### config.mk
export PLATFORM = sky130hd
export DESIGN_NAME = barrett_param_gen
export DESIGN_NICKNAME = d
export VERILOG_FILES = /design/src/rtl/multiplier_pkg.sv /design/src/rtl/barrett_pkg.sv /design/src/rtl/barrett_mu_divider.sv /design/src/rtl/barrett_param_gen.sv
export SDC_FILE = /design/constraint.sdc
export NUM_CORES = 1
export LEC_CHECK = 0
export CAP_MARGIN = 40
export CORE_MARGIN = 2
export CORE_UTILIZATION = 45
export CTS_CLUSTER_SIZE = 28
export DETAILED_ROUTE_END_ITERATION = 16
export PLACE_DENSITY = 0.68
export SYNTH_ARGS = -nofsm -noshare
export SYNTH_HDL_FRONTEND = slang
export SYNTH_SLANG_ARGS = --single-unit
### constraint.sdc
create_clock -name clk_i -period 7 [get_ports clk_i]
set_input_delay 1.4 -clock clk_i [delete_from_list [all_inputs] [get_ports clk_i]]
set_output_delay 1.4 -clock clk_i [all_outputs]
set_load 0.01 [all_outputs]
### src/rtl/multiplier_pkg.sv
// Shared operand width for the Barrett multiplier / reduction datapath.
package multiplier_pkg;

  localparam int unsigned DATA_LENGTH = 64;

endpackage : multiplier_pkg

### src/rtl/barrett_pkg.sv
// Types and constants for the Barrett parameter generator.
package barrett_pkg;

  import multiplier_pkg::*;

  typedef enum logic [1:0] {
    IDLE,
    SCAN,
    DIVIDE,
    DONE
  } param_state_t;

  // Largest accepted modulus bitlength; keeps mu = floor(2^(2k)/m) inside DATA_LENGTH bits.
  localparam int unsigned MAX_BL = DATA_LENGTH - 2;

endpackage : barrett_pkg

### src/rtl/barrett_mu_divider.sv
// Bit-serial restoring divider computing floor(2^(2k) / divisor).
// start_i loads the quotient bit count (2k+1); one quotient bit is produced
// per cycle after that, and done_o marks the cycle of the final bit with
// quotient_o already carrying the finished quotient.
module barrett_mu_divider #(
  parameter int unsigned DATA_LENGTH = multiplier_pkg::DATA_LENGTH,
  parameter int unsigned CNT_W       = $clog2(DATA_LENGTH) + 1
) (
  input  logic                   clk_i,
  input  logic                   rst_i,
  input  logic                   start_i,
  input  logic [DATA_LENGTH-1:0] divisor_i,
  input  logic [CNT_W-1:0]       count_i,
  output logic [DATA_LENGTH-1:0] quotient_o,
  output logic                   done_o
);

  logic [DATA_LENGTH-1:0] rem_q, rem_d;
  logic [DATA_LENGTH-1:0] quo_q, quo_d;
  logic [CNT_W-1:0]       cnt_q, cnt_d;
  logic                   first_q, first_d;
  logic [DATA_LENGTH-1:0] rem_shift;

  // One restoring-division step per cycle; the dividend is a single 1 followed by zeros.
  always_comb begin
    // NOTE: every combinational output gets a default first so no path leaves it unassigned (no latch).
    rem_d     = rem_q;
    quo_d     = quo_q;
    cnt_d     = cnt_q;
    first_d   = first_q;
    // rem < divisor < 2^(DATA_LENGTH-2), so the top bit dropped by the shift is always 0.
    rem_shift = {rem_q[DATA_LENGTH-2:0], first_q};

    if (start_i) begin
      rem_d   = '0;
      quo_d   = '0;
      cnt_d   = count_i;
      first_d = 1'b1;
    end else if (cnt_q != '0) begin
      if (rem_shift >= divisor_i) begin
        rem_d = rem_shift - divisor_i;
        quo_d = {quo_q[DATA_LENGTH-2:0], 1'b1};
      end else begin
        rem_d = rem_shift;
        quo_d = {quo_q[DATA_LENGTH-2:0], 1'b0};
      end
      cnt_d   = cnt_q - CNT_W'(1);
      first_d = 1'b0;
    end
  end

  // Divider state registers.
  always_ff @(posedge clk_i) begin
    // NOTE: sequential state uses non-blocking assignments so every flop samples pre-edge values.
    if (rst_i) begin
      rem_q   <= '0;
      quo_q   <= '0;
      cnt_q   <= '0;
      first_q <= 1'b0;
    end else begin
      rem_q   <= rem_d;
      quo_q   <= quo_d;
      cnt_q   <= cnt_d;
      first_q <= first_d;
    end
  end

  assign done_o     = (cnt_q == CNT_W'(1));
  assign quotient_o = quo_d;

endmodule : barrett_mu_divider

### src/rtl/barrett_param_gen.sv
// Barrett parameter generator: from a modulus m derive its bitlength k and
// the reciprocal mu = floor(2^(2k)/m). A bit scan finds k, then the serial
// divider produces mu; results are presented with a one-cycle valid pulse.
module barrett_param_gen
  import barrett_pkg::*;
#(
  parameter int unsigned DATA_LENGTH = multiplier_pkg::DATA_LENGTH
) (
  input  logic                   clk_i,
  input  logic                   rst_i,
  input  logic                   start_i,
  input  logic [DATA_LENGTH-1:0] m_i,
  output logic                   ready_o,
  output logic                   valid_o,
  output logic                   err_o,
  output logic [DATA_LENGTH-1:0] m_o,
  output logic [DATA_LENGTH-1:0] m_bl_o,
  output logic [DATA_LENGTH-1:0] mu_o
);

  localparam int unsigned BL_W = $clog2(DATA_LENGTH);
  localparam int unsigned CNT_W = BL_W + 1;
  localparam logic [BL_W-1:0] SCAN_TOP = BL_W'(DATA_LENGTH - 3);

  param_state_t state_q, state_d;

  logic [DATA_LENGTH-1:0] m_work_q, m_work_d;
  logic [BL_W-1:0]        scan_idx_q, scan_idx_d;
  logic [BL_W-1:0]        k_q, k_d;
  logic [DATA_LENGTH-1:0] m_out_q, m_out_d;
  logic [DATA_LENGTH-1:0] m_bl_q, m_bl_d;
  logic [DATA_LENGTH-1:0] mu_q, mu_d;
  logic                   err_q, err_d;
  logic                   valid_q, valid_d;

  logic                   m_bad;
  logic                   scan_hit;
  logic [BL_W-1:0]        k_found;
  logic                   div_start;
  logic                   div_done;
  logic [DATA_LENGTH-1:0] div_quotient;

  assign m_bad    = (m_i == '0) || (m_i[DATA_LENGTH-1:DATA_LENGTH-2] != 2'b00);
  assign scan_hit = m_work_q[scan_idx_q];
  assign k_found  = scan_idx_q + BL_W'(1);

  barrett_mu_divider #(
    .DATA_LENGTH (DATA_LENGTH),
    .CNT_W       (CNT_W)
  ) u_divider (
    .clk_i      (clk_i),
    .rst_i      (rst_i),
    .start_i    (div_start),
    .divisor_i  (m_work_q),
    .count_i    ({k_found, 1'b1}),
    .quotient_o (div_quotient),
    .done_o     (div_done)
  );

  // State register.
  always_ff @(posedge clk_i) begin
    if (rst_i) state_q <= IDLE;
    else       state_q <= state_d;
  end

  // Next-state logic.
  always_comb begin
    state_d = state_q;
    case (state_q)
      IDLE:    if (start_i)  state_d = m_bad ? DONE : SCAN;
      SCAN:    if (scan_hit) state_d = DIVIDE;
      DIVIDE:  if (div_done) state_d = DONE;
      DONE:                  state_d = IDLE;
      default:               state_d = IDLE;
    endcase
  end

  // Datapath and output-register updates per state.
  always_comb begin
    m_work_d   = m_work_q;
    scan_idx_d = scan_idx_q;
    k_d        = k_q;
    m_out_d    = m_out_q;
    m_bl_d     = m_bl_q;
    mu_d       = mu_q;
    err_d      = err_q;
    valid_d    = 1'b0;
    div_start  = 1'b0;

    case (state_q)
      IDLE: begin
        if (start_i) begin
          m_work_d   = m_i;
          scan_idx_d = SCAN_TOP;
          err_d      = m_bad;
          if (m_bad) begin
            // Rejected modulus: publish immediately with zeroed parameters.
            m_out_d = m_i;
            m_bl_d  = '0;
            mu_d    = '0;
            valid_d = 1'b1;
          end
        end
      end
      SCAN: begin
        if (scan_hit) begin
          k_d       = k_found;
          div_start = 1'b1;
        end else begin
          scan_idx_d = scan_idx_q - BL_W'(1);
        end
      end
      DIVIDE: begin
        if (div_done) begin
          m_out_d = m_work_q;
          m_bl_d  = DATA_LENGTH'(k_q);
          mu_d    = div_quotient;
          valid_d = 1'b1;
        end
      end
      default: ;
    endcase
  end

  // Working and output registers.
  always_ff @(posedge clk_i) begin
    if (rst_i) begin
      m_work_q   <= '0;
      scan_idx_q <= '0;
      k_q        <= '0;
      m_out_q    <= '0;
      m_bl_q     <= '0;
      mu_q       <= '0;
      err_q      <= 1'b0;
      valid_q    <= 1'b0;
    end else begin
      m_work_q   <= m_work_d;
      scan_idx_q <= scan_idx_d;
      k_q        <= k_d;
      m_out_q    <= m_out_d;
      m_bl_q     <= m_bl_d;
      mu_q       <= mu_d;
      err_q      <= err_d;
      valid_q    <= valid_d;
    end
  end

  assign ready_o = (state_q == IDLE);
  assign valid_o = valid_q;
  assign err_o   = err_q;
  assign m_o     = m_out_q;
  assign m_bl_o  = m_bl_q;
  assign mu_o    = mu_q;

endmodule : barrett_param_gen
==> results of run 1 <==
[kinds of logic (layout without fill, tap and decap cells)]
group	Yosys count	count (layout)	synth area share, %
muxes	162	162	10.1
buffers and inverters	302	394	7.46
DFF	349	349	37.6
other	1	62	0.0202
AOI/OAI and AO/OA	573	573	19.3
and+or+nand+nor	779	779	17.8
xor gates and xnor gates	63	63	2.97
adders and majority gates	72	72	4.89
[flip-flops by register name (all words and copies together) (netlist names)]
signal,count
u_divider.cnt_q,7
m_o,64
scan_idx_q,6
u_divider.first_q,1
valid_o,1
mu_o,64
m_work_q,64
err_o,1
u_divider.quo_q,64
k_q,6
m_bl_o,6
u_divider.rem_q,63
state_q,2
[metal layers]
layer | track usage, % | routed length [um]
met5 | 0 | 23
met4 | 10.0 | 2130
met3 | 6.32 | 4060
met2 | 40.8 | 25500
met1 | 32.3 | 24300
[cell type report]
class                   count  share of cell area [%]
well taps                 532                    2.99
multi-input cells        1707                    47.2
repair buffers            230                    10.5
clock inverters            19                    1.03
clock buffers              53                    5.21
diodes                      4                  0.0450
inverters                  92                    1.55
flip-flops and latches    349                    31.4
[worst max-delay path: stages]
cell and delay, ns:
clkdlybuf4s50_1 0.58, nor4_1 0.67, nand4_1 0.36, o41ai_1 0.37, buf_2 0.23, a21oi_1 0.15, nor2_1 0.14, buf_4 0.20
nand2_2 0.34, buf_12 0.32, nor2_1 0.13, a21oi_1 0.06, nor2_1 0.11
[placed cells by master (no fill, tap or decap), drive strengths merged, types with 14 or more instances in the layout]
cell           count
nor4              22
ha                71
nand3             22
conb              58
o211ai            14
a31oi             15
nand4             30
dfxtp            349
xor2              29
a211oi           107
nor3              50
o21ai             63
mux4              20
o21bai            17
clkdlybuf4s50    202
nand2            223
inv               95
nor2             380
buf               27
xnor2             34
a21o              30
mux2i            140
clkbuf            53
a21oi            257
[stage by stage]
step / area [um^2] / power (uW) / setup slack, ns / hold WS [ns]
2_1_floorplan: 18800 / 7670 / 3.42 / 0.450
3_3_place_gp: 20700 / 9410 / 1.16 / 0.443
3_5_place_dp: 20900 / 9560 / 1.87 / 0.442
4_1_cts: 22200 / 11800 / 2.48 / 0.458
5_1_grt: 22200 / 12600 / 2.18 / 0.479
6_report: 22300 / 11800 / 2.44 / 0.454
[power groups by stage]
| stage | Clock, uW | Sequential (uW) | Combinational [uW] |
|---|---|---|---|
| global route | 2300 | 2840 | 7480 |
| finish | 2180 | 2790 | 6790 |
| global placement | 0 | 2820 | 6590 |
| CTS | 2220 | 2790 | 6760 |
| detailed placement | 0 | 2830 | 6720 |
| floorplan | 0 | 2770 | 4900 |
[how the worst min path moves through the flow]
stage	cells past startpoint	to	slack [ns]	from
finish	2	mu_o[0]	0.45	mu_o[0]
global placement	2	mu_o[0]	0.44	mu_o[0]
global route	2	mu_o[0]	0.48	mu_o[0]
floorplan	2	u_divider.quo_q[56]	0.45	u_divider.quo_q[56]
detailed placement	2	mu_o[0]	0.44	mu_o[0]
CTS	2	mu_o[0]	0.46	mu_o[0]
==> impl_metrics.py, run 1 <==
metrics = {
    "die": {
        "core.rowCount": 74,
        "fp.coreArea_um2": 40800,
        "dieHeight_um": 207,
        "die_w_um": 207,
        "start_util_pct": 45.5,
        "fp.dieArea_um2": 43000,
        "io-pin-count": 262,
    },
    "final_layout": {
        "instances_no_fill": 2986,
        "seq_area_um2": 6990,
        "multiInputGateArea_um2": 10500,
        "layout.nets": 2559,
        "area_growth_pct": 19.7,
        "nFillCells": 3781,
        "fin_util_pct": 54.5,
        "drive_above_1_share_pct": 6.00,
    },
    "sta": {
        "hold_violations": 0,
        "max_freq_mhz": 219,
        "fin_skew_ns": 0.0170,
        "relSlewSlack_pct": 35.6,
        "rsz0062_at_grt": "no",
        "tightest_slew_ns": 0.958,
        "timing.setup.tns_ns": 0,
        "period_minus_slack_ns": 4.56,
        "period_share_pct": 65.2,
        "setup_viol": 0,
        "slew_viol_final": 0,
    },
    "critical_path": {
        "r2r_slack_ns": 2.59,
        "r2r-start": "m_work_q[9]",
        "rr_endpoint": "u_divider.rem_q[12]",
        "critPathCapture": "mu_o[5]",
        "crit_path_start": "m_i[57]",
        "critPathKind": "input port to flip-flop",
        "reg2reg_depth": 13,
        "cp-end-kind": "flip-flop",
        "cp.required_ns": 7.51,
        "worstPathArrival_ns": 5.07,
        "crit_path_max_fanout": 36,
        "startpoint_type": "input port",
    },
    "route": {
        "dr_total_vias": 16732,
        "firstDrtPassIters": 6,
        "wl_per_cell_um": 18.7,
        "drtAntennaViolNets": 0,
        "viasPerCell": 5.60,
        "drc_errors": 0,
        "totalWireLength_mm": 56.0,
        "drt_iter0_drc": 1265,
    },
    "yosys": {
        "yosys_warnings": 0,
        "synth_enable_flop_cells": 0,
        "yosys.area.top_type": "dfxtp_1",
        "netlist_top_cells_count": "380 x nor2_1, 349 x dfxtp_1, 256 x a21oi_1",
        "seq_area_frac_synth_pct": 37.6,
        "ys_ff_latch": 349,
        "async_flop_share_pct": 0,
        "synthTopCellsByArea": "dfxtp_1 38%, nor2_1 7.7%, mux2i_1 7.5%, a21oi_1 6.9%, ha_1 4.8%",
        "synth_top_area_share_pct": 37.6,
        "synth.cell_area_um2": 18600,
        "synthCells": 2301,
        "avgSynthCellArea_um2": 8.08,
        "dominantRegCellSynth": "dfxtp_1",
        "yosysMostFrequentCell": "nor2_1",
        "synth.distinct_cells": 71,
    },
    "cts": {
        "clk_latency_ns": 0.57,
        "post_cts_buffers": 0,
        "cts_tree": "done",
        "cts-resized-gates": 0,
        "root_buffer": "clkbuf_16",
        "holdBufCountCts": 0,
        "cts_inserted_buffers": 40,
        "cts-htree-levels": 2,
        "cts_max_path_buffers": 3,
        "path_clk_slew_ns": 0.06,
        "cts_sinks": 349,
    },
    "grt": {
        "grt_pass1_wl_mm": 87.9,
        "antenna_found_initial": 6,
        "grt_usage_pct": 25.2,
        "grt_start_max_net_pins": 115,
        "gr-total-overflow": 0,
        "grt_pass1_vias": 16130,
    },
    "power": {
        "switching_share_pct": 45.4,
        "ir_worst_vdd_uv": 327,
        "p_per_area_nw_per_um2": 529,
        "seqPwrFrac_pct": 23.8,
        "p_int_uw": 6420,
        "power_frac_comb_pct": 57.7,
        "p_switching_uw": 5340,
        "p_leak_uw": 0.00885,
        "pwr-share-clk_pct": 18.5,
    },
    "hold_path": {
        "hp-class": "flip-flop to flip-flop",
    },
    "flow_run": {
        "drv_cap": 0,
    },
    "status": {
        "status": "finished clean",
    },
    "place": {
        "io_buffers": 203,
        "dp_cells": 2910,
        "gp_congestion": 0.899,
        "place_hpwl_mm": 40.6,
    },
}
No activity file was read; power rests on OpenSTA's default activity.
==> run 2, diff against run 1 <==
Clock period 7 ns to 4.2 ns, I/O delays scaled along.
==> run 2 against run 1 <==
  * Final area increased by 1.0%
  * Largest power group unchanged
  * Clock power increased by 70%
  * Sequential power increased by 68%
  * Critical path depth decreased by 2
  * Power increased by 70%
  * Critical path type unchanged
  * Highest routed layer unchanged
  * Non-clock buffer count increased by 28
  * Flip-flop and latch count unchanged
  * Hold slack improved by 0.011 ns
  * Global-route usage increased by 0.47 points
==> impl_metrics.py, run 2 (synthesis gave the netlist of run 1 again) <==
metrics = {
    "critical_path": {
        "r2r-start": "m_work_q[9]",
        "critPathKind": "input port to flip-flop",
        "startpoint_type": "input port",
        "cp-end-kind": "flip-flop",
        "rr_endpoint": "u_divider.rem_q[2]",
        "r2r_slack_ns": 0.45,
        "worstPathArrival_ns": 4.36,
        "reg2reg_depth": 13,
        "crit_path_max_fanout": 27,
        "cp.required_ns": 4.66,
    },
    "cts": {
        "cts_tree": "done",
        "cts_max_path_buffers": 3,
        "holdBufCountCts": 0,
        "path_clk_slew_ns": 0.06,
        "cts-htree-levels": 2,
        "cts_inserted_buffers": 40,
        "root_buffer": "clkbuf_16",
        "cts-resized-gates": 0,
        "cts_sinks": 349,
        "post_cts_buffers": 0,
        "clk_latency_ns": 0.57,
    },
    "hold_path": {
        "hold_end": "mu_o[0]",
        "holdCritStartpoint": "mu_o[0]",
        "hp-class": "flip-flop to flip-flop",
        "whs_path_depth": 2,
    },
    "final_layout": {
        "nFillCells": 3792,
        "drive_above_1_share_pct": 6.94,
        "layout_common_cells": "380 x nor2_1, 349 x dfxtp_1, 255 x a21oi_1",
        "final_common_cell": "nor2_1",
        "multiInputGateArea_um2": 10500,
        "layout.nets": 2587,
        "area_growth_pct": 20.9,
        "fin_util_pct": 55.0,
        "seq_area_um2": 6990,
    },
    "sta": {
        "rsz0062_at_grt": "no",
        "tightest_slew_ns": 0.947,
        "setup_ws_ns": 0.303,
        "period_minus_slack_ns": 3.90,
        "period_share_pct": 92.8,
        "setup_viol": 0,
        "fin_skew_ns": 0.0191,
        "slew_viol_final": 0,
        "relSlewSlack_pct": 36.3,
        "hold_violations": 0,
        "max_freq_mhz": 257,
    },
    "place": {
        "place_hpwl_mm": 41.4,
        "io_buffers": 203,
        "place_ws_ns": -0.130,
        "gp_congestion": 0.947,
    },
    "status": {
        "status": "finished clean",
    },
    "route": {
        "drc_errors": 0,
        "totalWireLength_mm": 56.6,
        "viasPerCell": 5.65,
        "wl_per_cell_um": 18.8,
        "dr_total_vias": 17019,
        "firstDrtPassIters": 7,
        "drt_iter0_drc": 1183,
        "drtAntennaViolNets": 0,
    },
    "die": {
        "core.rowCount": 74,
        "fp.coreArea_um2": 40800,
        "die_w_um": 207,
        "start_util_pct": 45.5,
        "io-pin-count": 262,
        "fp.dieArea_um2": 43000,
        "dieHeight_um": 207,
    },
    "grt": {
        "gr-total-overflow": 0,
        "grt_usage_pct": 25.7,
        "grt_pass1_vias": 16377,
        "antenna_found_initial": 5,
        "grt_start_max_net_pins": 180,
        "grt_pass1_wl_mm": 89.7,
    },
    "power": {
        "ir_worst_vdd_uv": 544,
        "total_power_uw": 20100,
        "p_leak_uw": 0.00900,
        "p_per_area_nw_per_um2": 892,
    },
    "flow_run": {
        "drv_cap": 0,
    },
}
-- run 2: cell types whose count changed in the layout (fill, tap and decap cells not counted), moves of 3 or more --
cell,before,now
buf_4,17,46
clkbuf_1,2,7
buf_12,5,9
clkinv_2,7,4
-- run 2: layout make-up --
cell class,instances,area share (%)
multi-input cells,1707,46.7
flip-flops and latches,349,31.1
repair buffers,258,11.4
clock buffers,57,5.23
well taps,532,2.96
inverters,92,1.54
clock inverters,17,1.06
diodes,2,0.0223
-- run 2: worst max-delay path, cell delays in order --
cell and delay, ns:
clkdlybuf4s50_1 0.51, nor4_1 0.78, nand4_1 0.50, o41ai_1 0.44
buf_4 0.19, a21oi_1 0.13, a211oi_4 0.23, buf_4 0.25
buf_12 0.18, nor2_1 0.05, a211oi_1 0.24
-- run 2: worst max path at each step --
stage | startpoint | end | slack [ns] | cells past startpoint
6_report | m_i[57] | m_o[33] | 0.30 | 11
2_1_floorplan | m_work_q[9] | u_divider.rem_q[10] | 1.05 | 14
4_1_cts | m_i[57] | m_o[33] | 0.41 | 11
3_3_place_gp | m_i[57] | m_o[30] | -0.10 | 11
3_5_place_dp | m_i[57] | m_o[31] | -0.13 | 11
5_1_grt | m_work_q[9] | u_divider.rem_q[2] | 0.20 | 13
-- run 2: where the power goes --
part / switching (uW) / internal [uW]
Combinational: 6900 / 4770
Sequential: 637 / 4040
Clock: 1480 / 2230
Total: 9010 / 11000
-- run 2: through the flow --
stage          setup TNS, ns  cells  cell area (um^2)  hold slack (ns)
2_1_floorplan              0   2358             18800            0.450
3_3_place_gp           -7.30   2938             21100            0.434
3_5_place_dp           -5.69   2938             21100            0.462
4_1_cts                    0   3012             22500            0.472
5_1_grt                    0   3013             22500            0.482
6_report                   0   3014             22500            0.465
-- run 2: layer usage --
metal / GRT usage (%) / up-vias / wire length (um)
met3: 6.54 / 123 / 4450
li1: - / 8251 / -
met2: 42.5 / 602 / 26200
met4: 10.6 / 4 / 2250
met1: 31.9 / 8039 / 23700
met5: 0 / - / 25
